**src/rtl/fetch_queue_riscv_if.sv**
```systemverilog
// Fetch-stage bus: instruction-memory port, decode-side valid/ready port and redirect inputs.
// master = fetch queue side, slave = environment (imem, decode, execute) side.
interface fetch_queue_riscv_if #(
    parameter int unsigned XLEN  = 64,
    parameter int unsigned ILEN  = 32,
    parameter int unsigned DEPTH = 4
);
    logic                       branch_en;
    logic [XLEN-1:0]            branch_pc;
    logic [XLEN-1:0]            imem_addr;
    logic                       imem_en;
    logic [ILEN-1:0]            imem_rdata;
    logic                       out_valid;
    logic                       out_ready;
    logic [XLEN-1:0]            out_pc;
    logic [ILEN-1:0]            out_instr;
    logic [$clog2(DEPTH):0]     count;
    logic                       misalign_err;

    modport master (
        input  branch_en, branch_pc, imem_rdata, out_ready,
        output imem_addr, imem_en, out_valid, out_pc, out_instr, count, misalign_err
    );

    modport slave (
        output branch_en, branch_pc, imem_rdata, out_ready,
        input  imem_addr, imem_en, out_valid, out_pc, out_instr, count, misalign_err
    );
endinterface

```
**src/rtl/fetch_queue_riscv.sv**
```systemverilog
// Fetch stage: owns the PC, fetches whenever the queue has room and buffers {pc, instr}
// pairs for decode. A redirect flushes the queue and restarts fetch at the target.
module fetch_queue_riscv #(
    parameter int unsigned    XLEN     = 64,
    parameter int unsigned    ILEN     = 32,
    parameter int unsigned    DEPTH    = 4,
    parameter logic [XLEN-1:0] RESET_PC = '0
) (
    input  logic               clk,
    input  logic               rst_n,
    fetch_queue_riscv_if.master bus
);
    localparam int unsigned PW = $clog2(DEPTH);
    localparam int unsigned CW = PW + 1;
    localparam logic [CW-1:0] DepthC = CW'(DEPTH);

    logic [XLEN-1:0] fetch_pc_q, fetch_pc_d;
    logic [PW-1:0]   wr_ptr_q, wr_ptr_d;
    logic [PW-1:0]   rd_ptr_q, rd_ptr_d;
    logic [CW-1:0]   count_q, count_d;
    logic            misalign_q, misalign_d;

    logic [XLEN-1:0] mem_pc    [DEPTH];
    logic [ILEN-1:0] mem_instr [DEPTH];

    logic push;
    logic pop;
    logic out_valid;

    // Push depends only on registered occupancy, so out_ready never reaches imem_en.
    assign push      = rst_n & ~bus.branch_en & (count_q < DepthC);
    assign out_valid = (count_q != '0) & ~bus.branch_en;
    assign pop       = out_valid & bus.out_ready;

    always_comb begin
        fetch_pc_d = fetch_pc_q;
        wr_ptr_d   = wr_ptr_q;
        rd_ptr_d   = rd_ptr_q;
        count_d    = count_q;
        misalign_d = 1'b0;
        if (bus.branch_en) begin
            fetch_pc_d = {bus.branch_pc[XLEN-1:2], 2'b00};
            wr_ptr_d   = '0;
            rd_ptr_d   = '0;
            count_d    = '0;
            misalign_d = |bus.branch_pc[1:0];
        end else begin
            if (push) begin
                wr_ptr_d   = wr_ptr_q + PW'(1);
                fetch_pc_d = fetch_pc_q + XLEN'(4);
            end
            if (pop) begin
                rd_ptr_d = rd_ptr_q + PW'(1);
            end
            count_d = count_q + CW'(push) - CW'(pop);
        end
    end

    always_ff @(posedge clk or negedge rst_n) begin
        if (!rst_n) begin
            fetch_pc_q <= RESET_PC;
            wr_ptr_q   <= '0;
            rd_ptr_q   <= '0;
            count_q    <= '0;
            misalign_q <= 1'b0;
        end else begin
            fetch_pc_q <= fetch_pc_d;
            wr_ptr_q   <= wr_ptr_d;
            rd_ptr_q   <= rd_ptr_d;
            count_q    <= count_d;
            misalign_q <= misalign_d;
        end
    end

    // Storage is deliberately unreset; contents only matter while out_valid.
    always_ff @(posedge clk) begin
        if (push) begin
            mem_pc[wr_ptr_q]    <= fetch_pc_q;
            mem_instr[wr_ptr_q] <= bus.imem_rdata;
        end
    end

    assign bus.imem_addr    = fetch_pc_q;
    assign bus.imem_en      = push;
    assign bus.out_valid    = out_valid;
    assign bus.out_pc       = mem_pc[rd_ptr_q];
    assign bus.out_instr    = mem_instr[rd_ptr_q];
    assign bus.count        = count_q;
    assign bus.misalign_err = misalign_q;
endmodule

```
**src/flat_wrapper.sv**
```systemverilog
// flat-port wrapper written by rule: the top's interface ports become plain ports
module fetch_queue_riscv_flat 
#(
    parameter int unsigned    XLEN     = 64,
    parameter int unsigned    ILEN     = 32,
    parameter int unsigned    DEPTH    = 4,
    parameter logic [XLEN-1:0] RESET_PC = '0
)
  (clk, rst_n, bus_branch_en, bus_branch_pc, bus_imem_rdata, bus_out_ready, bus_imem_addr, bus_imem_en, bus_out_valid, bus_out_pc, bus_out_instr, bus_count, bus_misalign_err);
  fetch_queue_riscv_if #(.XLEN(XLEN), .ILEN(ILEN), .DEPTH(DEPTH)) bus_i ();
  input  logic clk;
  input  logic rst_n;
  input wire logic [$bits(bus_i.branch_en)-1:0] bus_branch_en;
  input wire logic [$bits(bus_i.branch_pc)-1:0] bus_branch_pc;
  input wire logic [$bits(bus_i.imem_rdata)-1:0] bus_imem_rdata;
  input wire logic [$bits(bus_i.out_ready)-1:0] bus_out_ready;
  output wire logic [$bits(bus_i.imem_addr)-1:0] bus_imem_addr;
  output wire logic [$bits(bus_i.imem_en)-1:0] bus_imem_en;
  output wire logic [$bits(bus_i.out_valid)-1:0] bus_out_valid;
  output wire logic [$bits(bus_i.out_pc)-1:0] bus_out_pc;
  output wire logic [$bits(bus_i.out_instr)-1:0] bus_out_instr;
  output wire logic [$bits(bus_i.count)-1:0] bus_count;
  output wire logic [$bits(bus_i.misalign_err)-1:0] bus_misalign_err;
  assign bus_i.branch_en = bus_branch_en;
  assign bus_i.branch_pc = bus_branch_pc;
  assign bus_i.imem_rdata = bus_imem_rdata;
  assign bus_i.out_ready = bus_out_ready;
  assign bus_imem_addr = bus_i.imem_addr;
  assign bus_imem_en = bus_i.imem_en;
  assign bus_out_valid = bus_i.out_valid;
  assign bus_out_pc = bus_i.out_pc;
  assign bus_out_instr = bus_i.out_instr;
  assign bus_count = bus_i.count;
  assign bus_misalign_err = bus_i.misalign_err;
  fetch_queue_riscv #(.XLEN(XLEN), .ILEN(ILEN), .DEPTH(DEPTH), .RESET_PC(RESET_PC)) u_core (.clk(clk), .rst_n(rst_n), .bus(bus_i));
endmodule
```
**config.mk**
```make
export PLATFORM = sky130hd
export DESIGN_NAME = fetch_queue_riscv_flat
export DESIGN_NICKNAME = d
export VERILOG_FILES = /design/src/rtl/fetch_queue_riscv_if.sv /design/src/rtl/fetch_queue_riscv.sv /design/src/flat_wrapper.sv
export SDC_FILE = /design/constraint.sdc
export NUM_CORES = 1
export LEC_CHECK = 0
export CAP_MARGIN = 15
export CORE_ASPECT_RATIO = 0.7
export CORE_MARGIN = 2
export CORE_UTILIZATION = 42
export CTS_CLUSTER_DIAMETER = 200
export DETAILED_ROUTE_END_ITERATION = 10
export PLACE_DENSITY = 0.61
export SLEW_MARGIN = 40
export SYNTH_ARGS = -nofsm -noshare
export SYNTH_HDL_FRONTEND = slang
export SYNTH_SLANG_ARGS = --single-unit
export TNS_END_PERCENT = 1
```
**constraint.sdc**
```tcl
create_clock -name clk -period 5.35 [get_ports clk]
set_input_delay 0.8025 -clock clk [delete_from_list [all_inputs] [get_ports clk]]
set_output_delay 0.8025 -clock clk [all_outputs]
set_load 0.02 [all_outputs]
```
Word level (Yosys, flattened, before mapping)
Memories as Yosys holds them, arrays and structs flattened.
Cells that the tools add are included.
{ "totals": {"register_bits": 72, "latchBits": 0, "mem_bits_rw": 384, "rom_bits": 0, "in_bits": 100, "output_inout_bits": 166, "wordCells": 32, "mem_count": 2} }
{ "op_classes": {"add_sub_neg": 5, "multipliers": 0, "div": 0, "n_lt_le_gt_ge": 1, "eq_ne": 0, "n_shift": 0, "n_mux": 10, "bitwise_logic": 5, "n_reduce_logical": 4} }
{ "memory_table": {"columns": ["memory", "depth", "width", "rd", "rd_clocked_by_memory_dff", "write_ports", "line", "text"], "rows": [
  ["u_core.mem_pc", 4, 64, 1, 0, 1, "fetch_queue_riscv.sv:23", "logic [XLEN-1:0] mem_pc [DEPTH];"],
  ["u_core.mem_instr", 4, 32, 1, 0, 1, "fetch_queue_riscv.sv:24", "logic [ILEN-1:0] mem_instr [DEPTH];"]
]} }
{ "op_table": {"columns": ["cell", "count"], "rows": [
  ["64-bit 2-to-1 mux", 2],
  ["64-bit by 3-bit adder with 64-bit output (second input constant)", 1],
  ["2-bit 2-to-1 mux", 4],
  ["2-bit by 1-bit adder with 2-bit output (second input constant)", 2],
  ["1-bit bitwise AND", 4],
  ["2-bit nonzero test", 2],
  ["3-bit by 1-bit adder with 3-bit output", 1],
  ["3-bit less-than comparator (second input constant)", 1],
  ["1-bit 2-to-1 mux", 3],
  ["3-bit 2-to-1 mux", 1],
  ["3-bit nonzero test", 1],
  ["3-bit by 1-bit subtractor with 3-bit output", 1],
  ["2-bit OR reduction", 1],
  ["1-bit NOT", 1]
]} }

Logic depth before layout (Yosys ltp)
Gate-level depths: netlist of the first run.
{ "logic_depth": {"word_depth": 6, "mapped_depth": 12, "mapped_depth_nobuf": 10} }

Least setup slack after synthesis of the first run
Ideal clock, no wire load.
{ "synth_path": {"path_kind": "input-to-reg", "start": "in bus_branch_en", "end": "mem u_core.mem_instr[0][0] (enable)", "setup_time_ps": 464, "arrival_time_ps": 3632, "t_required_ps": 4886, "slack_ps": 1254, "stages": 4, "path_buffers": 2, "path_cell_list": "clkbuf_1 > clkinv_1 > clkbuf_1 > and3_1"} }
{ "synth_between": {"elab_chain_cells": 5} }
{ "synth_lines": {"columns": ["element", "line", "text"], "rows": [
  ["start, declared", "flat_wrapper.sv:13", "input wire logic [$bits(bus_i.branch_en)-1:0] bus_branch_en;"],
  ["1-bit NOT", "fetch_queue_riscv.sv:31", "assign push = rst_n & ~bus.branch_en & (count_q < DepthC);"],
  ["1-bit bitwise AND (2 in a row)", "fetch_queue_riscv.sv:31", null],
  ["1-bit 2-to-1 mux", "fetch_queue_riscv.sv:77", "if (push) begin"],
  ["1-bit 2-to-1 mux (not written as such)", "fetch_queue_riscv.sv:79", "mem_instr[wr_ptr_q] <= bus.imem_rdata;"],
  ["end, declared", "fetch_queue_riscv.sv:24", null]
]} }
Every way passes these cells.

Worst setup path after layout of the first run
{ "layout_path": {"start": "reg u_core.rd_ptr_q[0]", "end": "out bus_out_pc[28]"} }
{ "layout_between": {"elab_chain_cells": 1} }
{ "layout_lines": {"columns": ["element", "line", "text"], "rows": [
  ["start, declared", "fetch_queue_riscv.sv:19", "logic [PW-1:0] rd_ptr_q, rd_ptr_d;"],
  ["start signal, assigned", "fetch_queue_riscv.sv:69", "rd_ptr_q <= rd_ptr_d;"],
  ["memory read 4 x 64 bit", null, null],
  ["end, declared", "flat_wrapper.sv:20", "output wire logic [$bits(bus_i.out_pc)-1:0] bus_out_pc;"]
]} }
Every way passes these cells.

==> metrics, run 1 <==
total die area=0.0435 mm²; largest net degree at the start of global routing=74; count of flip-flops with a built-in enable after synthesis=376; Starting Density=0.428; instance count of the mapped netlist=957; die extent in x=249 µm; crit path max-delay cell type=dfrtp_4; Slew Viols, Final=0; Detailed Place HPWL=26.9 mm; maximum buffer depth of the clock tree=3; Detailed Routing Iterations Pass 1=5; flops & latches, synth=446; Max IR drop VDD=247 µV; Crit path arrival time=3.09 ns; proportion of register bits with asynchronous set or reset after synthesis=0.157; crit path buf inv count=2; number of sinks on the clock net=446; share of power burned in registers=0.446; sequence of cells on the critical path=buf_4 > mux4_2 > clkdlybuf4s50_1; H-tree Lvls=2; Hold/Removal Path Class=in2async; share of final-layout standard cells stronger than drive strength 1=0.156; mapped cell area=0.0176 mm²; # Max-Cap Violations=0; leak pwr=7.27 nW; internal power contribution=0.00698 W; post-place setup slack=1.86 ns; maximum single-stage delay on the critical path=0.92 ns; ANT nets after route=0; setup ws final=1.45 ns; CTS clk-pin slew, worst paths=0.07 ns; clock latency of the later-clocked register in the worst-skew pair=0.55 ns; outcome=finished, final reports clean; final total power=0.00958 W; leading cell type in the layout, fill and taps excluded=edfxtp_1; Resized cells post-CTS=0; most used cells in the layout excluding fill and tap cells=376 x edfxtp_1, 259 x clkdlybuf4s50_1, 94 x mux4_2, 68 x dfrtp_1, 62 x nand2_1; I/O pin count=266; number of buffers inserted during clock tree synthesis=44; total gr overflow=0; relative contribution of combinational cells to total power=0.220; number of warnings printed during yosys synthesis=0; cell taking the most area after synthesis=edfxtp_1; minimum clock period=3.90 ns; first-pass GRT wire length=63.1 mm; final setup vio count=0; Filler Cells Inserted=3288; summed negative setup slack over all endpoints=0 ns; routed vias=9792; share of synthesized area occupied by flip-flops and latches=0.742; initial antenna violation count=2; Fin Clk Skew=0.0208 ns; top flip-flop cell by instance count after synthesis=edfxtp_1; maximum fanout along the worst path=35; proportion of power drawn by the clock network=0.334; violation count after the first detailed-route iteration=673; post-detailed-route via-to-cell ratio=5.40; Root Driver=clkbuf_16; switch share=0.271; startpoint types=flip-flop; most area-consuming cells after synthesis=edfxtp_1 64%, mux4_2 12%, dfrtp_1 10%; top-area cell type share of the netlist area=0.642; kind of cell adding the most delay to the critical path=buffers and inverters; type of the worst setup path=reg2out; final weighted congestion in routability-driven placement=0.762; FP Rows=62; slew at the pin closest to its max-slew limit=0.822 ns; Tcrit/Tclk final=0.728; number of nets at the end of the flow=1340; average instance area after synthesis=18.4 µm²; CTS tree=yes; critical path endpoint category=output port; count of final hold-check violations=0; drt total wl=42.1 mm; aggregate global-route resource usage=0.193; required time of the critical path=4.55 ns; area growth from synthesis to layout=27.1%; die height=175 µm; pwr dens=429 mW/mm²; maximum clock rate=257 MHz; count of hold buffers inserted by post-cts repair=0; # port buffers=261; number of global-route vias before repair=9869; worst-case hold slack=0.113 ns; total net switching power=0.00260 W; Core Area=0.0411 mm²; post-route DRC violation count=0; Post CTS Setup Buffer Count=0; Cell variety after synth=43; worst slew margin relative to its limit=0.452; detail-routed net length per standard cell=23.3 µm; unrepaired setup endpoints after global routing=false
-- per-stage QoR --
step	util	cells	area, µm²
6_report	0.543	1812	22300
5_1_grt	0.543	1812	22300
4_1_cts	0.543	1810	22300
3_5_place_dp	0.507	1730	20800
3_3_place_gp	0.507	1730	20800
2_1_floorplan	-	960	17600
-- cell usage after synthesis (9+ instances only) --
| library cell | number |
|---|---|
| o21ai_0 | 53 |
| edfxtp_1 | 376 |
| and3_1 | 13 |
| or3_1 | 14 |
| nand2_1 | 62 |
| clkbuf_1 | 35 |
| nor4_1 | 11 |
| nor2_1 | 35 |
| mux4_2 | 94 |
| xor2_1 | 18 |
| nand4_1 | 19 |
| nor3_1 | 10 |
| buf_1 | 9 |
| nand3_1 | 16 |
| and4_1 | 12 |
| xnor2_1 | 28 |
| dfrtp_1 | 70 |
| a31oi_1 | 17 |
-- flip-flops by register name, summed over array words and instances, names as in the netlist --
signal	count
u_core.bus.imem_addr	62
u_core.wr_ptr_q	2
u_core.mem_pc	248
u_core.bus.misalign_err	1
u_core.mem_instr	128
u_core.rd_ptr_q	2
u_core.bus.count	3
-- final cells by class --
cell class,count,area [µm²],share of cell area
clock inverters,29,324,0.0145
repair buffers,279,2770,0.124
well taps,544,681,0.0305
flip-flops and latches,446,13100,0.584
inverters,8,30.0,0.00134
diodes,2,5.00,0.000224
clock buffers,51,1170,0.0523
multi-input cells,453,4310,0.193
-- worst paths after layout --
check / from / endpoint / slack [ns] / cells after the start
min in group clk: u_core.bus.imem_addr[55] / u_core.mem_pc[1][55] / 0.59 / 0
worst max-delay path: u_core.rd_ptr_q[0] / bus_out_pc[28] / 1.45 / 3
worst max register to register: u_core.bus.imem_addr[3] / u_core.bus.imem_addr[60] / 2.12 / 6
max in group asynchronous: rst_n / u_core.bus.imem_addr[60] / 4.37 / 2
worst min register to register: u_core.bus.imem_addr[55] / u_core.mem_pc[1][55] / 0.59 / 0
worst min-delay path: rst_n / u_core.wr_ptr_q[0] / 0.11 / 1
-- layer usage --
layer / GRT usage / vias to the layer above / wire [µm]
met5: 0 / - / 0
li1: - / 4381 / -
met3: 0.0422 / 49 / 2240
met4: 0.0472 / 0 / 704
met2: 0.298 / 250 / 19800
met1: 0.280 / 5112 / 19400
-- power groups by stage --
stage                     logic (W)  registers, W  clock network [W]
after floorplan             0.00120       0.00427                  0
after global placement      0.00214       0.00434                  0
after detailed placement    0.00214       0.00435                  0
after CTS                   0.00215       0.00428            0.00326
after global routing        0.00224       0.00431            0.00341
final                       0.00211       0.00427            0.00320
-- cell families after synthesis --
logic type	Yosys count	synth area share
xor gates and xnor gates	46	0.0229
buffers and inverters	61	0.0145
and+or+nand+nor	219	0.0667
adders and majority gates	8	0.00612
DFF	446	0.742
muxes	97	0.122
AOI/OAI and AO/OA	79	0.0253
other	1	0.000213
Note: power is estimated with default switching activity, not from simulation.
==> inputs of run 2 (changes only) <==
- PLACE_DENSITY: 0.61 -> 0.63
- clock period: 5.35 -> 3.3 ns (I/O delays scaled with it)
==> metrics, run 2 (synthesized netlist as in run 1, its figures left out) <==
H-tree Lvls=2 (unchanged); critical path endpoint category=output port; number of buffers inserted during clock tree synthesis=43 (-2.3%); share of final-layout standard cells stronger than drive strength 1=0.161 (+0.00457); initial antenna violation count=5 (+3); Tcrit/Tclk final=0.942; final standard cell utilization of the core=0.549 (+0.00599); ANT nets after route=0 (unchanged); die extent in x=249 µm (unchanged); outcome=finished, final reports clean; violation count after the first detailed-route iteration=710 (+5.5%); slew at the pin closest to its max-slew limit=0.694 ns (-0.129 ns); # port buffers=261 (unchanged); pwr dens=684 mW/mm² (+59%); # Max-Cap Violations=0 (unchanged); area growth from synthesis to layout=28.5%; Detailed Place HPWL=27.0 mm (+0.27%); number of sinks on the clock net=446 (unchanged); type of the worst setup path=reg2out; register ranked first by flip-flop count=u_core.mem_pc; leak pwr=7.38 nW (+1.5%); Slew Viols, Final=0 (unchanged); maximum single-stage delay on the critical path=0.69 ns (-0.23 ns); minimum clock period=3.11 ns; largest net degree at the start of global routing=59 (-20%); area of all placed cells without fillers=0.0226 mm² (+1.1%); drt total wl=42.3 mm (+0.29%); Fin Clk Skew=0.0197 ns (-0.00110 ns); total die area=0.0435 mm² (unchanged); leading cell type in the layout, fill and taps excluded=edfxtp_1; maximum buffer depth of the clock tree=3 (unchanged); Root Driver=clkbuf_16; Starting Density=0.428 (unchanged); die height=175 µm (unchanged); crit path max-delay cell type=dfrtp_4; crit path buf inv count=2 (unchanged); Core Area=0.0411 mm² (unchanged); most used cells in the layout excluding fill and tap cells=376 x edfxtp_1, 259 x clkdlybuf4s50_1, 94 x mux4_2, 68 x dfrtp_1, 62 x nand2_1; DP Area=0.0211 mm² (+1.3%); first-pass GRT wire length=63.6 mm (+0.77%); final weighted congestion in routability-driven placement=0.760 (-0.28%); sequence of cells on the critical path=buf_12 > mux4_2 > clkdlybuf4s50_1; I/O pin count=266 (unchanged); Hold/Removal Path Class=in2async; number of nets at the end of the flow=1360 (+1.5%); Detailed Routing Iterations Pass 1=5 (unchanged); routed vias=9951 (+1.6%); Max IR drop VDD=388 µV (+57%); required time of the critical path=2.80 ns (-1.75 ns); detail-routed net length per standard cell=23.0 µm (-0.97%); unrepaired setup endpoints after global routing=false; startpoint types=flip-flop; FP Rows=62 (unchanged); total gr overflow=0 (unchanged); maximum fanout along the worst path=39 (+11%); post-detailed-route via-to-cell ratio=5.42 (+0.35%); Crit path arrival time=2.61 ns (-0.48 ns); post-route DRC violation count=0 (unchanged); count of final hold-check violations=0 (unchanged); aggregate global-route resource usage=0.193 (+0.000688); clock latency of the later-clocked register in the worst-skew pair=0.55 ns (about the same); maximum clock rate=322 MHz; CTS tree=yes; max FFs per register=248 (unchanged); worst slew margin relative to its limit=0.533 (+0.0815); number of global-route vias before repair=10022 (+1.6%); kind of cell adding the most delay to the critical path=buffers and inverters; final setup vio count=0 (unchanged); CTS clk-pin slew, worst paths=0.06 ns (about the same)
run 2: cell count changes in the layout (fill, tap and decap cells not counted), sizes merged:
cell and change:
bufinv -3, clkinv -3, inv -3, buf +20, dlygate4sd3 +1, diode +3, clkinvlp -3, clkbuf +11
run 2: layout make-up:
class | instances | area [µm²]
Timing Repair Buffer | 300 | 3060
Tap cell | 544 | 681
Inverter | 8 | 30.0
Multi-Input combinational cell | 453 | 4310
Clock buffer | 62 | 1280
Clock inverter | 17 | 158
Antenna cell | 5 | 12.5
Fill cell | 3275 | 18500
Sequential cell | 446 | 13100
run 2: power by group:
part           switching (W)  internal (W)  leakage [nW]
Combinational        0.00181       0.00185          2.42
Clock                0.00206       0.00294         0.705
Sequential          0.000265       0.00651          4.25
run 2: final timing paths:
check | slack [ns] | startpoint | endpoint | cells after the start
min in group clk | 0.50 | bus_branch_pc[41] | u_core.bus.imem_addr[41] | 3
min reg2reg | 0.62 | u_core.bus.imem_addr[7] | u_core.mem_pc[0][7] | 0
max | 0.19 | u_core.rd_ptr_q[1] | bus_out_pc[20] | 3
min | 0.33 | rst_n | u_core.bus.imem_addr[10] | 2
max in group asynchronous | 2.14 | rst_n | u_core.rd_ptr_q[0] | 3
max reg2reg | 0.38 | u_core.bus.imem_addr[26] | u_core.bus.imem_addr[60] | 5
run 2: metal layers:
layer	track usage	wire length, µm
met3	0.0408	2330
met2	0.295	19700
met5	0	0
met4	0.0551	774
met1	0.282	19500
run 2: timing repair:
item                       in CTS  in global routing
hold endpoints to repair        7                  0
setup endpoints to repair       1                  0
hold buffers                    1                  0
gates resized for setup         0                  0
setup buffers                   2                  0
run 2: through the flow:
step	instances	TNS, ns	setup WS, ns	hold slack (ns)	total power (W)
2_1_floorplan	960	-131.45	-0.467	0.199	0.00886
3_3_place_gp	1748	0	0.419	0.344	0.0106
3_5_place_dp	1748	0	0.386	0.350	0.0106
4_1_cts	1830	0	0.153	0.299	0.0157
5_1_grt	1835	0	0.135	0.336	0.0161
6_report	1835	0	0.191	0.328	0.0154
run 2: worst reg2reg max path, stage by stage (launching register included):
cell and delay (ns):
dfrtp_1 0.50, and4_1 0.48, nand4_1 0.30, or4_1 0.87, or4_1 0.51, a31oi_1 0.18
==> inputs of run 3 (changes only) <==
- CAP_MARGIN: 15 -> not set
==> results of run 3 <==
Same layout as run 2: the final DEF is identical, and so are final timing and power.
